[config.mk]
export PLATFORM = sky130hd
export DESIGN_NAME = eth_tx_framer
export DESIGN_NICKNAME = d
export VERILOG_FILES = /design/src/rtl/eth_tx_framer.sv
export SDC_FILE = /design/constraint.sdc
export NUM_CORES = 1
export LEC_CHECK = 0
export BUFFER_PORTS_ARGS = -buffer_cell sky130_fd_sc_hd__buf_4
export CORE_MARGIN = 10
export CORE_UTILIZATION = 35
export CTS_CLUSTER_DIAMETER = 40
export CTS_CLUSTER_SIZE = 30
export DETAILED_ROUTE_END_ITERATION = 7
export PLACE_DENSITY = 0.51
export SYNTH_ARGS = -nofsm -noshare
export SYNTH_HDL_FRONTEND = slang
export SYNTH_SLANG_ARGS = --single-unit
[constraint.sdc]
create_clock -name clk125 -period 2.85 [get_ports clk125]
set_clock_uncertainty 0.15 [all_clocks]
set_input_delay 0.1425 -clock clk125 [delete_from_list [all_inputs] [get_ports clk125]]
set_output_delay 0.1425 -clock clk125 [all_outputs]
set_load 0.02 [all_outputs]
[src/rtl/eth_tx_framer.sv]
// Ethernet II frame builder: preamble, SFD, MAC header, RAM payload, FCS.
// Streams one byte per clk125 cycle to the RGMII DDR output stage.
module eth_tx_framer #(
  parameter int          PAYLOAD_LEN = 1024,
  parameter int          ADDR_W      = 11,
  parameter logic [47:0] DST_MAC     = 48'hFFFF_FFFF_FFFF,
  parameter logic [47:0] SRC_MAC     = 48'h0200_0000_0001,
  parameter logic [15:0] ETHERTYPE   = 16'h88B5,
  parameter int          IFG         = 12
) (
  input  logic              clk125,
  input  logic              rst_n,
  input  logic              start,
  input  logic              half,
  output logic [ADDR_W-1:0] rd_addr,
  input  logic [7:0]        rd_data,
  output logic              tx_en,
  output logic [7:0]        tx_data,
  output logic              busy,
  output logic [15:0]       frame_cnt,
  output logic              overrun
);

  localparam int IW = ADDR_W - 1;
  localparam logic [111:0] HDR_C = {DST_MAC, SRC_MAC, ETHERTYPE};

  typedef enum logic [2:0] {
    IDLE, PRE, SFD, HDR, PAY, FCS, GAP
  } state_e;

  state_e            state_q, state_d;
  logic [15:0]       cnt_q, cnt_d;
  logic              half_q, half_d;
  logic              pend_q, pend_d;
  logic              hpend_q, hpend_d;
  logic              ovr_q, ovr_d;
  logic [15:0]       fcnt_q, fcnt_d;
  logic [ADDR_W-1:0] addr_q, addr_d;
  logic [31:0]       crc_q, crc_d;
  logic [31:0]       crc_inv;
  logic [6:0]        hbase;
  logic              last;

  function automatic logic [31:0] crc_upd(
    input logic [31:0] c,
    input logic [7:0]  d
  );
    logic [31:0] r;
    r = c ^ {24'd0, d};
    for (int i = 0; i < 8; i++) begin
      r = r[0] ? ((r >> 1) ^ 32'hEDB8_8320) : (r >> 1);
    end
    return r;
  endfunction

  always_ff @(posedge clk125 or negedge rst_n) begin
    if (!rst_n) begin
      state_q <= IDLE;
    end else begin
      state_q <= state_d;
    end
  end

  always_ff @(posedge clk125 or negedge rst_n) begin
    if (!rst_n) begin
      cnt_q   <= '0;
      half_q  <= 1'b0;
      pend_q  <= 1'b0;
      hpend_q <= 1'b0;
      ovr_q   <= 1'b0;
      fcnt_q  <= '0;
      addr_q  <= '0;
      crc_q   <= '1;
    end else begin
      cnt_q   <= cnt_d;
      half_q  <= half_d;
      pend_q  <= pend_d;
      hpend_q <= hpend_d;
      ovr_q   <= ovr_d;
      fcnt_q  <= fcnt_d;
      addr_q  <= addr_d;
      crc_q   <= crc_d;
    end
  end

  always_comb begin
    last = 1'b0;
    unique case (state_q)
      PRE:     last = (cnt_q == 16'd6);
      SFD:     last = 1'b1;
      HDR:     last = (cnt_q == 16'd13);
      PAY:     last = (cnt_q == 16'(PAYLOAD_LEN - 1));
      FCS:     last = (cnt_q == 16'd3);
      GAP:     last = (cnt_q == 16'(IFG - 1));
      default: last = 1'b0;
    endcase
  end

  always_comb begin
    state_d = state_q;
    cnt_d   = last ? '0 : cnt_q + 16'd1;
    half_d  = half_q;
    pend_d  = pend_q;
    hpend_d = hpend_q;
    ovr_d   = ovr_q;
    fcnt_d  = fcnt_q;
    if (state_q == IDLE) begin
      cnt_d = '0;
      if (start) begin
        state_d = PRE;
        half_d  = half;
      end
    end else begin
      if (start) begin
        if (pend_q) begin
          ovr_d = 1'b1;
        end else begin
          pend_d  = 1'b1;
          hpend_d = half;
        end
      end
      if (last) begin
        unique case (state_q)
          PRE: state_d = SFD;
          SFD: state_d = HDR;
          HDR: state_d = PAY;
          PAY: state_d = FCS;
          FCS: begin
            state_d = GAP;
            fcnt_d  = fcnt_q + 16'd1;
          end
          default: begin
            // a request seen in the final gap cycle chains straight into PRE
            if (pend_q) begin
              state_d = PRE;
              half_d  = hpend_q;
              pend_d  = 1'b0;
            end else if (start) begin
              state_d = PRE;
              half_d  = half;
              pend_d  = 1'b0;
            end else begin
              state_d = IDLE;
            end
          end
        endcase
      end
    end
  end

  always_comb begin
    crc_inv = ~crc_q;
    hbase   = 7'd104 - {cnt_q[3:0], 3'b000};
    tx_en   = 1'b0;
    tx_data = 8'h00;
    busy    = (state_q != IDLE);
    unique case (state_q)
      PRE: begin
        tx_en   = 1'b1;
        tx_data = 8'h55;
      end
      SFD: begin
        tx_en   = 1'b1;
        tx_data = 8'hD5;
      end
      HDR: begin
        tx_en   = 1'b1;
        tx_data = HDR_C[hbase +: 8];
      end
      PAY: begin
        tx_en   = 1'b1;
        tx_data = rd_data;
      end
      FCS: begin
        tx_en   = 1'b1;
        tx_data = crc_inv[{cnt_q[1:0], 3'b000} +: 8];
      end
      default: begin
        tx_en   = 1'b0;
        tx_data = 8'h00;
      end
    endcase
  end

  // read address runs one byte ahead of tx_data to hide RAM latency
  always_comb begin
    addr_d = addr_q;
    crc_d  = crc_q;
    if (state_q == SFD) begin
      crc_d = '1;
    end
    if (state_q == HDR || state_q == PAY) begin
      crc_d = crc_upd(crc_q, tx_data);
    end
    if (state_q == HDR && cnt_q == 16'd12) begin
      addr_d = {half_q, IW'(0)};
    end
    if (state_q == HDR && cnt_q == 16'd13) begin
      addr_d = {half_q, IW'(1)};
    end
    if (state_q == PAY && cnt_q < 16'(PAYLOAD_LEN - 2)) begin
      addr_d = {half_q, IW'(cnt_q + 16'd2)};
    end
  end

  assign rd_addr   = addr_q;
  assign frame_cnt = fcnt_q;
  assign overrun   = ovr_q;

endmodule

==> impl_metrics.sql, run 1 <==
INSERT INTO impl_metrics (metric_group, metric, value, unit) VALUES
('clocking', 'clock_insertion_delay_worst_skew', '0.36', 'ns'),
('power', 'power_leakage', '3.24', 'nW'),
('flow_run', 'maxCapViolations', '0', ''),
('synth', 'post_synth_inst_count', '514', ''),
('timing', 'tightestPinTransition', '0.679', 'ns'),
('clocking', 'tritoncts_clock_tree', 'built', ''),
('setup_path', 'cp.arrival', '3.05', 'ns'),
('final_layout', 'syn_to_layout_area_delta', '36.4', '%'),
('setup_path', 'critPathSlowestCell', 'xnor3_2', ''),
('routing', 'm1WireLength', '6570', 'µm'),
('setup_path', 'required_arrival_time_at_the_worst_endpoint', '2.97', 'ns'),
('timing', 'finalWorstSetupSlack', '-0.0852', 'ns'),
('timing', 'final_setup_violation_count', '10', ''),
('clocking', 'clock_sink_count', '82', ''),
('placement', 'port_bufs', '49', ''),
('routing', 'topRoutingLayerUsed', 'met4', ''),
('routing', 'dr_wl_met2', '6980', 'µm'),
('setup_path', 'setup.worst_path.end_class', 'flop', ''),
('synth', 'post-synth-top-area-fraction', '0.236', ''),
('synth', 'netlist.top_cell.by_area', 'dfrtp_1', ''),
('setup_path', 'slowest_delay', '0.44', 'ns'),
('clocking', 'clock_tree.root_cell', 'clkbuf_16', ''),
('synth', 'postSynth.asyncResetShare', '1.00', ''),
('global_routing', 'antenna_found_initial', '0', ''),
('timing', 'unrepaired_setup_endpoints_after_global_routing', 'yes', ''),
('routing', 'route.final.wire_length', '14600', 'µm'),
('clocking', 'cts_buffer_depth', '2', ''),
('global_routing', 'grt_max_degree', '49', ''),
('final_layout', 'diodes', '0', ''),
('global_routing', 'grt_first_pass_wirelength', '22900', 'µm'),
('synth', 'synthesis.yosys.warnings', '0', ''),
('global_routing', 'grt.total_usage', '0.143', ''),
('final_layout', 'mostFrequentLayoutCells', 'buf_4, nor2_1, dfrtp_1', ''),
('final_layout', 'final_util', '0.491', ''),
('synth', 'postSynthRegisterBits', '82', ''),
('routing', 'drt-pass1-iter-count', '4', ''),
('synth', 'ys_types', '76', ''),
('floorplan', 'die_height', '143', 'µm'),
('global_routing', 'number_of_global_route_vias_before_repair', '4226', ''),
('setup_path', 'nature_of_the_critical_path_startpoint', 'flop', ''),
('placement', 'postPlaceCellArea', '6420', 'µm²'),
('floorplan', 'die_width', '143', 'µm'),
('floorplan', 'fp.dieArea', '20400', 'µm²'),
('setup_path', 'setup.worst_path.class', 'reg -> reg', ''),
('floorplan', 'boundaryPins', '50', ''),
('synth', 'synth.yosys.seq_area_share', '0.395', ''),
('final_layout', 'final_cells', '831', ''),
('routing', 'viasPerCell', '5.14', ''),
('timing', 'number_of_hold_slack_violations_in_the_final_timing_report', '0', ''),
('placement', 'post-dp-hpwl', '10500', 'µm'),
('synth', 'area_contributors_post_synth', 'dfrtp_1, dfstp_2, xnor2_1, xnor3_1, nor2_1', ''),
('routing', 'route.detailed.drc', '0', ''),
('synth', 'synthesized_area_per_cell', '10.3', 'µm²'),
('routing', 'initialDrtViolationCount', '178', ''),
('power', 'ir_worst_vdd', '1.23', 'mV'),
('setup_path', 'worst-path-max-fanout', '6', ''),
('clocking', 'h-tree-depth', '3', ''),
('floorplan', 'fp.coreArea', '14700', 'µm²'),
('final_layout', 'layout_commonest_cell', 'buf_4', ''),
('placement', 'post_placement_setup_slack', '-0.151', 'ns'),
('run_status', 'run_status', 'finished, violations left', ''),
('power', 'powerDensity', '1570', 'nW/µm²'),
('final_layout', 'final_design_area_no_fill', '7220', 'µm²'),
('run_status', 'failed_checks', 'setup timing', ''),
('final_layout', 'layout-drive-gt1-share', '0.437', ''),
('placement', 'dp.cells', '798', ''),
('synth', 'synth.cell_area', '5290', 'µm²'),
('synth', 'synth_ff_type', 'dfrtp_1', ''),
('timing', 'achievable-frequency', '341', 'MHz'),
('floorplan', 'floorplan.initialDensity', '0.360', ''),
('timing', 'maxSlewViolCount', '0', '');
## sequential cells by signal, summed over array words and instances (netlist names)
signal	flops
frame_cnt	16
half_q	1
rd_addr	11
crc_q	32
state_q	3
cnt_q	16
overrun	1
hpend_q	1
pend_q	1
## synthesized netlist by cell type, types with 3 or more instances
| library cell | number |
|---|---|
| dfrtp_1 | 50 |
| a211oi_1 | 6 |
| a211o_1 | 3 |
| ha_1 | 7 |
| nor4_1 | 3 |
| a21boi_0 | 3 |
| nor4_2 | 4 |
| mux4_2 | 7 |
| a21oi_1 | 32 |
| nand3_1 | 9 |
| o21a_1 | 3 |
| o22a_1 | 3 |
| nor3_1 | 5 |
| xor2_1 | 23 |
| nand2b_1 | 3 |
| and2_1 | 11 |
| xnor3_1 | 12 |
| nor2_1 | 66 |
| mux2_2 | 5 |
| nor2_2 | 3 |
| o21ai_0 | 14 |
| buf_6 | 3 |
| buf_2 | 7 |
| inv_1 | 14 |
| nand4_1 | 3 |
| and3_1 | 11 |
| or3_1 | 5 |
| o31ai_1 | 6 |
| dfstp_2 | 32 |
| or2_2 | 3 |
| clkbuf_1 | 12 |
| o211ai_1 | 4 |
| nand2_1 | 34 |
| xnor2_1 | 45 |
| and4_1 | 6 |
## layer usage
metal,vias up,global-route usage
met5,-,0
met4,0,0.0521
met3,26,0.0295
met2,102,0.232
met1,2080,0.183
li1,2065,-
## critical path, delay by kind of cell (launching register included)
family	cells	cell delay (ns)
flip-flops	1	0.39
AO/OA/AOI/OAI	5	1.03
XOR/XNOR	1	0.44
adder cells (fa/ha/maj)	2	0.41
AND/OR/NAND/NOR	1	0.04
buffers and inverters	3	0.38
## power breakdown
group	internal, mW	leakage (nW)	switching, mW
clock	0.607	0.136	0.540
combinational	4.60	2.09	3.68
sequential	1.62	1.01	0.302
## what timing repair did
| action | in CTS | in global routing |
|---|---|---|
| pin swaps | 9 | 43 |
| endpoints found under the setup margin | 22 | 38 |
| gates resized for setup | 24 | 55 |
| endpoints found under the hold margin | 48 | 0 |
| buffers inserted | 6 | 11 |
| hold buffers | 3 | 0 |
## logic make-up (layout without fill, tap and decap cells)
group	Yosys count	in the layout	share of synthesized area
flops	82	82	0.395
mux	15	15	0.0492
xor+xnor	86	86	0.189
compound gates	100	100	0.128
buf+inv	39	172	0.0350
simple gates	185	185	0.187
fa+ha+maj	7	7	0.0166
## path summary, 6_finish.rpt
check	from	to	slack (ns)
worst max-delay path	cnt_q[1]	crc_q[26]	-0.09
worst min-delay path	rst_n	rd_addr[5]	0.18
worst max register to register	cnt_q[1]	crc_q[26]	-0.09
worst min register to register	overrun	overrun	0.33
max in group asynchronous	rst_n	crc_q[24]	1.57
min in group clk125	rd_data[7]	crc_q[9]	0.22
## final cells by class
cell class | instances | area (µm²)
Clock buffer | 9 | 225
Clock inverter | 7 | 60.1
Fill cell | 1374 | 7480
Inverter | 15 | 56.3
Multi-Input combinational cell | 393 | 3430
Sequential cell | 82 | 2090
Tap cell | 184 | 230
Timing Repair Buffer | 141 | 1130
(Power assumes the default switching activity.)
==> run 2, diff against run 1 <==
==> config.mk (replaced) <==
export PLATFORM = sky130hd
export DESIGN_NAME = eth_tx_framer
export DESIGN_NICKNAME = d
export VERILOG_FILES = /design/src/rtl/eth_tx_framer.sv
export SDC_FILE = /design/constraint.sdc
export NUM_CORES = 1
export LEC_CHECK = 0
export CORE_MARGIN = 10
export CORE_UTILIZATION = 35
export CTS_CLUSTER_DIAMETER = 40
export CTS_CLUSTER_SIZE = 30
export DETAILED_ROUTE_END_ITERATION = 7
export DONT_BUFFER_PORTS = 1
export PLACE_DENSITY = 0.48
export SYNTH_ARGS = -nofsm -noshare
export SYNTH_HDL_FRONTEND = slang
export SYNTH_SLANG_ARGS = --single-unit
==> impl_metrics.sql, run 2 (synthesized netlist as in run 1, its figures left out) <==
INSERT INTO impl_metrics (metric_group, metric, value, unit) VALUES
('setup_path', 'cp.arrival', '3.11', 'ns'),
('global_routing', 'antenna_found_initial', '0', ''),
('final_layout', 'final_design_area_no_fill', '7120', 'µm²'),
('placement', 'post-dp-hpwl', '10400', 'µm'),
('setup_path', 'setup.worst_path.class', 'reg -> reg', ''),
('setup_path', 'critical_path.cell_chain', 'ha_2, inv_2, ha_4, buf_4, a21boi_4, o32a_1, a21boi_2, nor2_1, buf_4, xnor2_2, buf_4, xnor3_1, a21oi_2', ''),
('final_layout', 'ff_latch_area', '2100', 'µm²'),
('floorplan', 'core.rowCount', '44', ''),
('floorplan', 'fp.dieArea', '20400', 'µm²'),
('final_layout', 'mostFrequentLayoutCells', 'buf_4, nor2_1, dfrtp_1', ''),
('global_routing', 'number_of_global_route_vias_before_repair', '4296', ''),
('routing', 'viasPerCell', '5.21', ''),
('routing', 'avgRoutedWirePerCell', '18.1', 'µm'),
('clocking', 'clock_tree.root_cell', 'clkbuf_16', ''),
('setup_path', 'reg2reg_depth', '13', ''),
('timing', 'tightestPinTransition', '0.620', 'ns'),
('setup_path', 'regToRegStartpoint', 'cnt_q[1]', ''),
('floorplan', 'floorplan.initialDensity', '0.360', ''),
('floorplan', 'boundaryPins', '50', ''),
('setup_path', 'cp-endpoint', 'crc_q[16]', ''),
('setup_path', 'setup.worst_path.end_class', 'flop', ''),
('timing', 'achievable-frequency', '337', 'MHz'),
('clocking', 'cts_buffer_depth', '2', ''),
('setup_path', 'setup.reg_to_reg.worst_slack', '-0.12', 'ns'),
('setup_path', 'slowest_delay', '0.38', 'ns'),
('routing', 'initialDrtViolationCount', '239', ''),
('setup_path', 'r2r_path_end', 'crc_q[16]', ''),
('routing', 'detail-route-antenna-nets', '0', ''),
('routing', 'route.detailed.drc', '0', ''),
('timing', 'post_route_hold_slack', '0.0183', 'ns'),
('routing', 'drt-pass1-iter-count', '4', ''),
('min_path', 'hp-class', 'in -> reg', ''),
('setup_path', 'nature_of_the_critical_path_startpoint', 'flop', ''),
('timing', 'fin_crit_sh', '1.04', ''),
('global_routing', 'grt_max_degree', '83', ''),
('clocking', 'tritoncts_clock_tree', 'built', ''),
('final_layout', 'layout_commonest_cell', 'buf_4', ''),
('clocking', 'h-tree-depth', '3', ''),
('timing', 'final_setup_violation_count', '12', ''),
('final_layout', 'max_reg_flops', '32', ''),
('routing', 'route.vias.total', '4232', ''),
('setup_path', 'critPathSlowestCell', 'dfrtp_1', ''),
('power', 'power_leakage', '3.16', 'nW'),
('power', 'powerDensity', '1630', 'nW/µm²'),
('setup_path', 'timing.critical_path.buf_inv', '4', ''),
('clocking', 'clock_insertion_delay_worst_skew', '0.35', 'ns'),
('min_path', 'timing.hold.worst.start', 'half', ''),
('placement', 'port_bufs', '0', ''),
('placement', 'postPlaceCellArea', '6240', 'µm²'),
('global_routing', 'grt-ovfl-total', '0', ''),
('run_status', 'run_status', 'finished, violations left', ''),
('placement', 'gpl.final_weighted_congestion', '0.858', ''),
('floorplan', 'die_width', '143', 'µm'),
('final_layout', 'filler_cell_count', '1340', ''),
('timing', 'remaining_max_slew_budget_at_the_tightest_pin', '0.586', ''),
('final_layout', 'multi_input_comb_area', '3360', 'µm²'),
('timing', 'finalWorstSetupSlack', '-0.119', 'ns'),
('setup_path', 'cp_startpoint', 'cnt_q[1]', ''),
('routing', 'route.final.wire_length', '14700', 'µm'),
('floorplan', 'die_height', '143', 'µm'),
('final_layout', 'syn_to_layout_area_delta', '34.6', '%'),
('timing', 'period_minus_slack', '2.97', 'ns'),
('final_layout', 'largest-register', 'crc_q', ''),
('final_layout', 'diodes', '0', ''),
('final_layout', 'layout-drive-gt1-share', '0.405', ''),
('flow_run', 'maxCapViolations', '0', ''),
('clocking', 'tritoncts.num_buffers', '9', ''),
('run_status', 'failed_checks', 'setup timing', ''),
('setup_path', 'worst-path-max-fanout', '4', ''),
('setup_path', 'critical-path-top-cell-by-count', 'buf_4', ''),
('floorplan', 'fp.coreArea', '14700', 'µm²'),
('global_routing', 'grt.total_usage', '0.146', ''),
('setup_path', 'path_delay_family', 'compound AO/OA/AOI/OAI gates', ''),
('setup_path', 'required_arrival_time_at_the_worst_endpoint', '2.99', 'ns'),
('final_layout', 'final_nets', '643', ''),
('timing', 'number_of_hold_slack_violations_in_the_final_timing_report', '0', ''),
('placement', 'post_placement_setup_slack', '-0.176', 'ns'),
('clocking', 'clk_pin_slew_worst_paths', '0.07', 'ns'),
('power', 'ir_worst_vdd', '1.04', 'mV'),
('global_routing', 'grt_first_pass_wirelength', '23500', 'µm'),
('clocking', 'clock_sink_count', '82', ''),
('setup_path', 'cp.depth', '13', ''),
('timing', 'unrepaired_setup_endpoints_after_global_routing', 'yes', ''),
('timing', 'maxSlewViolCount', '0', '');
## run 2: worst min path at each step
| stage | to | slack [ns] | depth (start not counted) |
|---|---|---|---|
| global placement | rd_addr[7] | -0.30 | 0 |
| CTS | half_q | 0.02 | 3 |
| floorplan | cnt_q[0] | -0.30 | 0 |
| finish | half_q | 0.02 | 3 |
| global route | half_q | 0.04 | 3 |
| detailed placement | rd_addr[8] | -0.30 | 0 |
## run 2: power by group
part	leakage (nW)	total, mW	switching, mW	internal [mW]
clock network	0.149	1.28	0.509	0.770
registers	1.01	1.96	0.338	1.62
logic	2.00	8.37	3.58	4.79
total	3.16	11.6	4.42	7.18
## run 2: cell type report
type,count,area share
clock buffer,10,0.0321
sequential,82,0.294
multi-input combinational,393,0.471
tap,184,0.0323
clock inverter,6,0.0125
timing repair buffer,123,0.150
inverter,15,0.00790
## run 2: per-stage QoR
step           utilization  power [mW]  cells  setup TNS [ns]
2_1_floorplan            -        6.56    514         -0.0238
3_3_place_gp         0.425        8.89    772           -1.27
3_5_place_dp         0.425        8.92    772           -2.19
4_1_cts              0.467        11.0    804          -0.213
5_1_grt              0.485        12.4    813           -2.56
6_report             0.485        11.6    813          -0.577
## run 2: metal layers
layer  wire, µm  track usage  up-vias
met5          0            0        -
met4        289       0.0521        0
met3        749       0.0299       21
met2       6950        0.237       84
met1       6690        0.190     2098
li1           -            -     2029
## run 2: worst register-to-register path, cell delays in order, from the launching register on
cell and delay, ns:
dfrtp_1 0.38, ha_2 0.20, inv_2 0.06, ha_4 0.22, buf_4 0.15, a21boi_4 0.14, o32a_1 0.32, a21boi_2 0.25
nor2_1 0.08, buf_4 0.16, xnor2_2 0.14, buf_4 0.16, xnor3_1 0.36, a21oi_2 0.15
## run 2: what timing repair did
action / CTS / global route
endpoints found under the setup margin: 30 / 34
pin swaps: 24 / 28
hold buffers: 5 / 0
endpoints found under the hold margin: 86 / 0
setup buffers: 11 / 9
resized for setup: 36 / 38
==> run 3, diff against run 2 <==
--- a/config.mk
+++ b/config.mk
@@ -12,6 +12,8 @@
 export DETAILED_ROUTE_END_ITERATION = 7
 export DONT_BUFFER_PORTS = 1
 export PLACE_DENSITY = 0.48
+export REMOVE_ABC_BUFFERS = 1
+export SKIP_CTS_REPAIR_TIMING = 1
 export SYNTH_ARGS = -nofsm -noshare
 export SYNTH_HDL_FRONTEND = slang
 export SYNTH_SLANG_ARGS = --single-unit
==> impl_metrics.sql, run 3 (synthesized netlist as in run 1, its figures left out) <==
INSERT INTO impl_metrics (metric_group, metric, value, unit) VALUES
('power', 'ir_worst_vdd', '1.08', 'mV'),
('timing', 'period_minus_slack', '2.91', 'ns'),
('final_layout', 'layout-drive-gt1-share', '0.383', ''),
('global_routing', 'grt.total_usage', '0.146', ''),
('power', 'pwr-share-comb', '0.717', ''),
('setup_path', 'critPathSlowestCell', 'dfrtp_1', ''),
('placement', 'post_placement_setup_slack', '-0.287', 'ns'),
('power', 'net-switching-power', '4.31', 'mW'),
('timing', 'final_setup_violation_count', '4', ''),
('timing', 'number_of_hold_slack_violations_in_the_final_timing_report', '2', ''),
('setup_path', 'nature_of_the_critical_path_startpoint', 'flop', ''),
('timing', 'fin_crit_sh', '1.02', ''),
('floorplan', 'die_width', '143', 'µm'),
('global_routing', 'global_route.peak_usage_layer', 'met2', ''),
('floorplan', 'floorplan.initialDensity', '0.360', ''),
('run_status', 'failed_checks', 'hold timing, setup timing', ''),
('final_layout', 'final_nets', '623', ''),
('clocking', 'clk_pin_slew_worst_paths', '0.06', 'ns'),
('setup_path', 'critical-path-top-cell-by-count', 'buf_6', ''),
('setup_path', 'setup.reg_to_reg.worst_slack', '-0.06', 'ns'),
('power', 'finalPower', '11.0', 'mW'),
('global_routing', 'grt_first_pass_wirelength', '23200', 'µm'),
('routing', 'drt-pass1-iter-count', '4', ''),
('power', 'powerDensity', '1600', 'nW/µm²'),
('routing', 'initialDrtViolationCount', '193', ''),
('min_path', 'hp-class', 'in -> reg', ''),
('clocking', 'tritoncts.num_buffers', '9', ''),
('power', 'power.share.sequential', '0.177', ''),
('global_routing', 'grt_util_met2', '0.219', ''),
('final_layout', 'mostFrequentLayoutCells', 'buf_4, nor2_1, dfrtp_1', ''),
('global_routing', 'gr-usage-met3', '0.0425', ''),
('global_routing', 'grt_max_degree', '83', ''),
('placement', 'post-dp-hpwl', '11000', 'µm'),
('routing', 'route.vias.total', '4149', ''),
('power', 'pwr-share-clk', '0.106', ''),
('setup_path', 'setup.worst_path.end_class', 'flop', ''),
('timing', 'achievable-frequency', '344', 'MHz'),
('global_routing', 'antenna_found_initial', '2', ''),
('timing', 'remaining_max_slew_budget_at_the_tightest_pin', '0.719', ''),
('global_routing', 'number_of_global_route_vias_before_repair', '4121', ''),
('final_layout', 'ff_latch_area', '2090', 'µm²'),
('clocking', 'h-tree-depth', '3', ''),
('routing', 'avgRoutedWirePerCell', '18.9', 'µm'),
('floorplan', 'boundaryPins', '50', ''),
('final_layout', 'max_reg_flops', '32', ''),
('setup_path', 'worst-path-max-fanout', '4', ''),
('run_status', 'run_status', 'finished, violations left', ''),
('global_routing', 'grt-ovfl-total', '0', ''),
('setup_path', 'cp.arrival', '3.02', 'ns'),
('setup_path', 'slowest_delay', '0.39', 'ns'),
('placement', 'gpl.final_weighted_congestion', '0.909', ''),
('final_layout', 'filler_cell_count', '1364', ''),
('final_layout', 'syn_to_layout_area_delta', '30.3', '%'),
('final_layout', 'multi_input_comb_area', '3360', 'µm²'),
('setup_path', 'critical_path.cell_chain', 'ha_2, inv_2, ha_4, buf_6, a21boi_4, o32ai_2, buf_4, o21ai_2, a211o_1, buf_6, a211oi_2, nor4bb_2, a211oi_1', ''),
('setup_path', 'setup.worst_path.class', 'reg -> reg', ''),
('final_layout', 'largest-register', 'crc_q', ''),
('flow_run', 'maxCapViolations', '0', ''),
('power', 'cellInternalPower', '6.72', 'mW'),
('clocking', 'tritoncts_clock_tree', 'built', ''),
('timing', 'maxSlewViolCount', '0', ''),
('global_routing', 'grt_use_met1', '0.192', ''),
('power', 'p_sw_frac', '0.390', ''),
('final_layout', 'layout_commonest_cell', 'buf_4', ''),
('timing', 'post_route_hold_slack', '-0.00839', 'ns'),
('floorplan', 'fp.coreArea', '14700', 'µm²'),
('routing', 'detail-route-antenna-nets', '0', ''),
('timing', 'finalWorstSetupSlack', '-0.0591', 'ns'),
('routing', 'route.detailed.drc', '0', ''),
('routing', 'route.final.wire_length', '15000', 'µm'),
('timing', 'unrepaired_setup_endpoints_after_global_routing', 'yes', ''),
('clocking', 'clock_tree.root_cell', 'clkbuf_16', ''),
('timing', 'tightestPinTransition', '0.418', 'ns'),
('floorplan', 'core.rowCount', '44', ''),
('setup_path', 'required_arrival_time_at_the_worst_endpoint', '2.96', 'ns'),
('placement', 'port_bufs', '0', ''),
('power', 'power_leakage', '3.04', 'nW'),
('routing', 'viasPerCell', '5.23', ''),
('clocking', 'clock_sink_count', '82', ''),
('clocking', 'clock_insertion_delay_worst_skew', '0.35', 'ns'),
('floorplan', 'die_height', '143', 'µm'),
('clocking', 'cts_buffer_depth', '2', ''),
('floorplan', 'fp.dieArea', '20400', 'µm²');
## run 3: changes by cell type in the layout (fill, tap and decap cells not counted), moves of 2 or more
cell / before / now
nor2_4: 1 / 4
buf_6: 17 / 12
xnor2_1: 38 / 40
nor2_1: 64 / 62
buf_12: 4 / 1
a211oi_1: 1 / 3
buf_4: 97 / 85
## run 3: metal layers
layer,wire length (µm),part of all wire
met2,6730,0.45
met1,7090,0.47
met5,9,0.00060
met4,382,0.025
met3,785,0.052
## run 3: path summary, 6_finish.rpt
check | from | end | cells past startpoint
setup / recovery | cnt_q[2] | crc_q[18] | 13
hold / removal | half | half_q | 3
setup reg to reg | cnt_q[2] | crc_q[18] | 13
hold reg to reg | crc_q[9] | crc_q[9] | 2
max in group asynchronous | rst_n | crc_q[3] | 2
min in group asynchronous | rst_n | rd_addr[10] | 2
## run 3: area by class of cell
type,instances,share of cell area
multi-input cells,393,0.487
clock inverters,5,0.00798
inverters,15,0.00817
well taps,184,0.0334
clock buffers,11,0.0338
flip-flops and latches,82,0.304
repair buffers,103,0.126
diodes,1,0.000363
## run 3: critical path: cells and delay by family (launching register included)
family | cells | cell delay [ns]
flops | 1 | 0.39
buf+inv | 4 | 0.51
compound gates | 6 | 1.26
simple gates | 1 | 0.09
fa+ha+maj | 2 | 0.42
## run 3: per-stage QoR
step	hold slack, ns	utilization	area, µm²	setup TNS (ns)	cells
after floorplan	-0.303	-	5160	-6.76	490
after global placement	-0.298	0.410	6030	-3.52	757
after detailed placement	-0.299	0.410	6030	-4.41	757
after CTS	-0.675	0.430	6320	-5.01	773
after global routing	0.0223	0.469	6890	-1.10	793
final	-0.00839	0.469	6900	-0.150	794
## run 3: power by group through the flow
stage	logic (mW)	clock network [mW]	registers, mW
floorplan	4.30	0	1.94
detailed placement	6.60	0	1.96
global placement	6.55	0	1.95
global route	8.48	1.24	2.00
CTS	6.64	1.20	1.94
finish	7.90	1.17	1.96
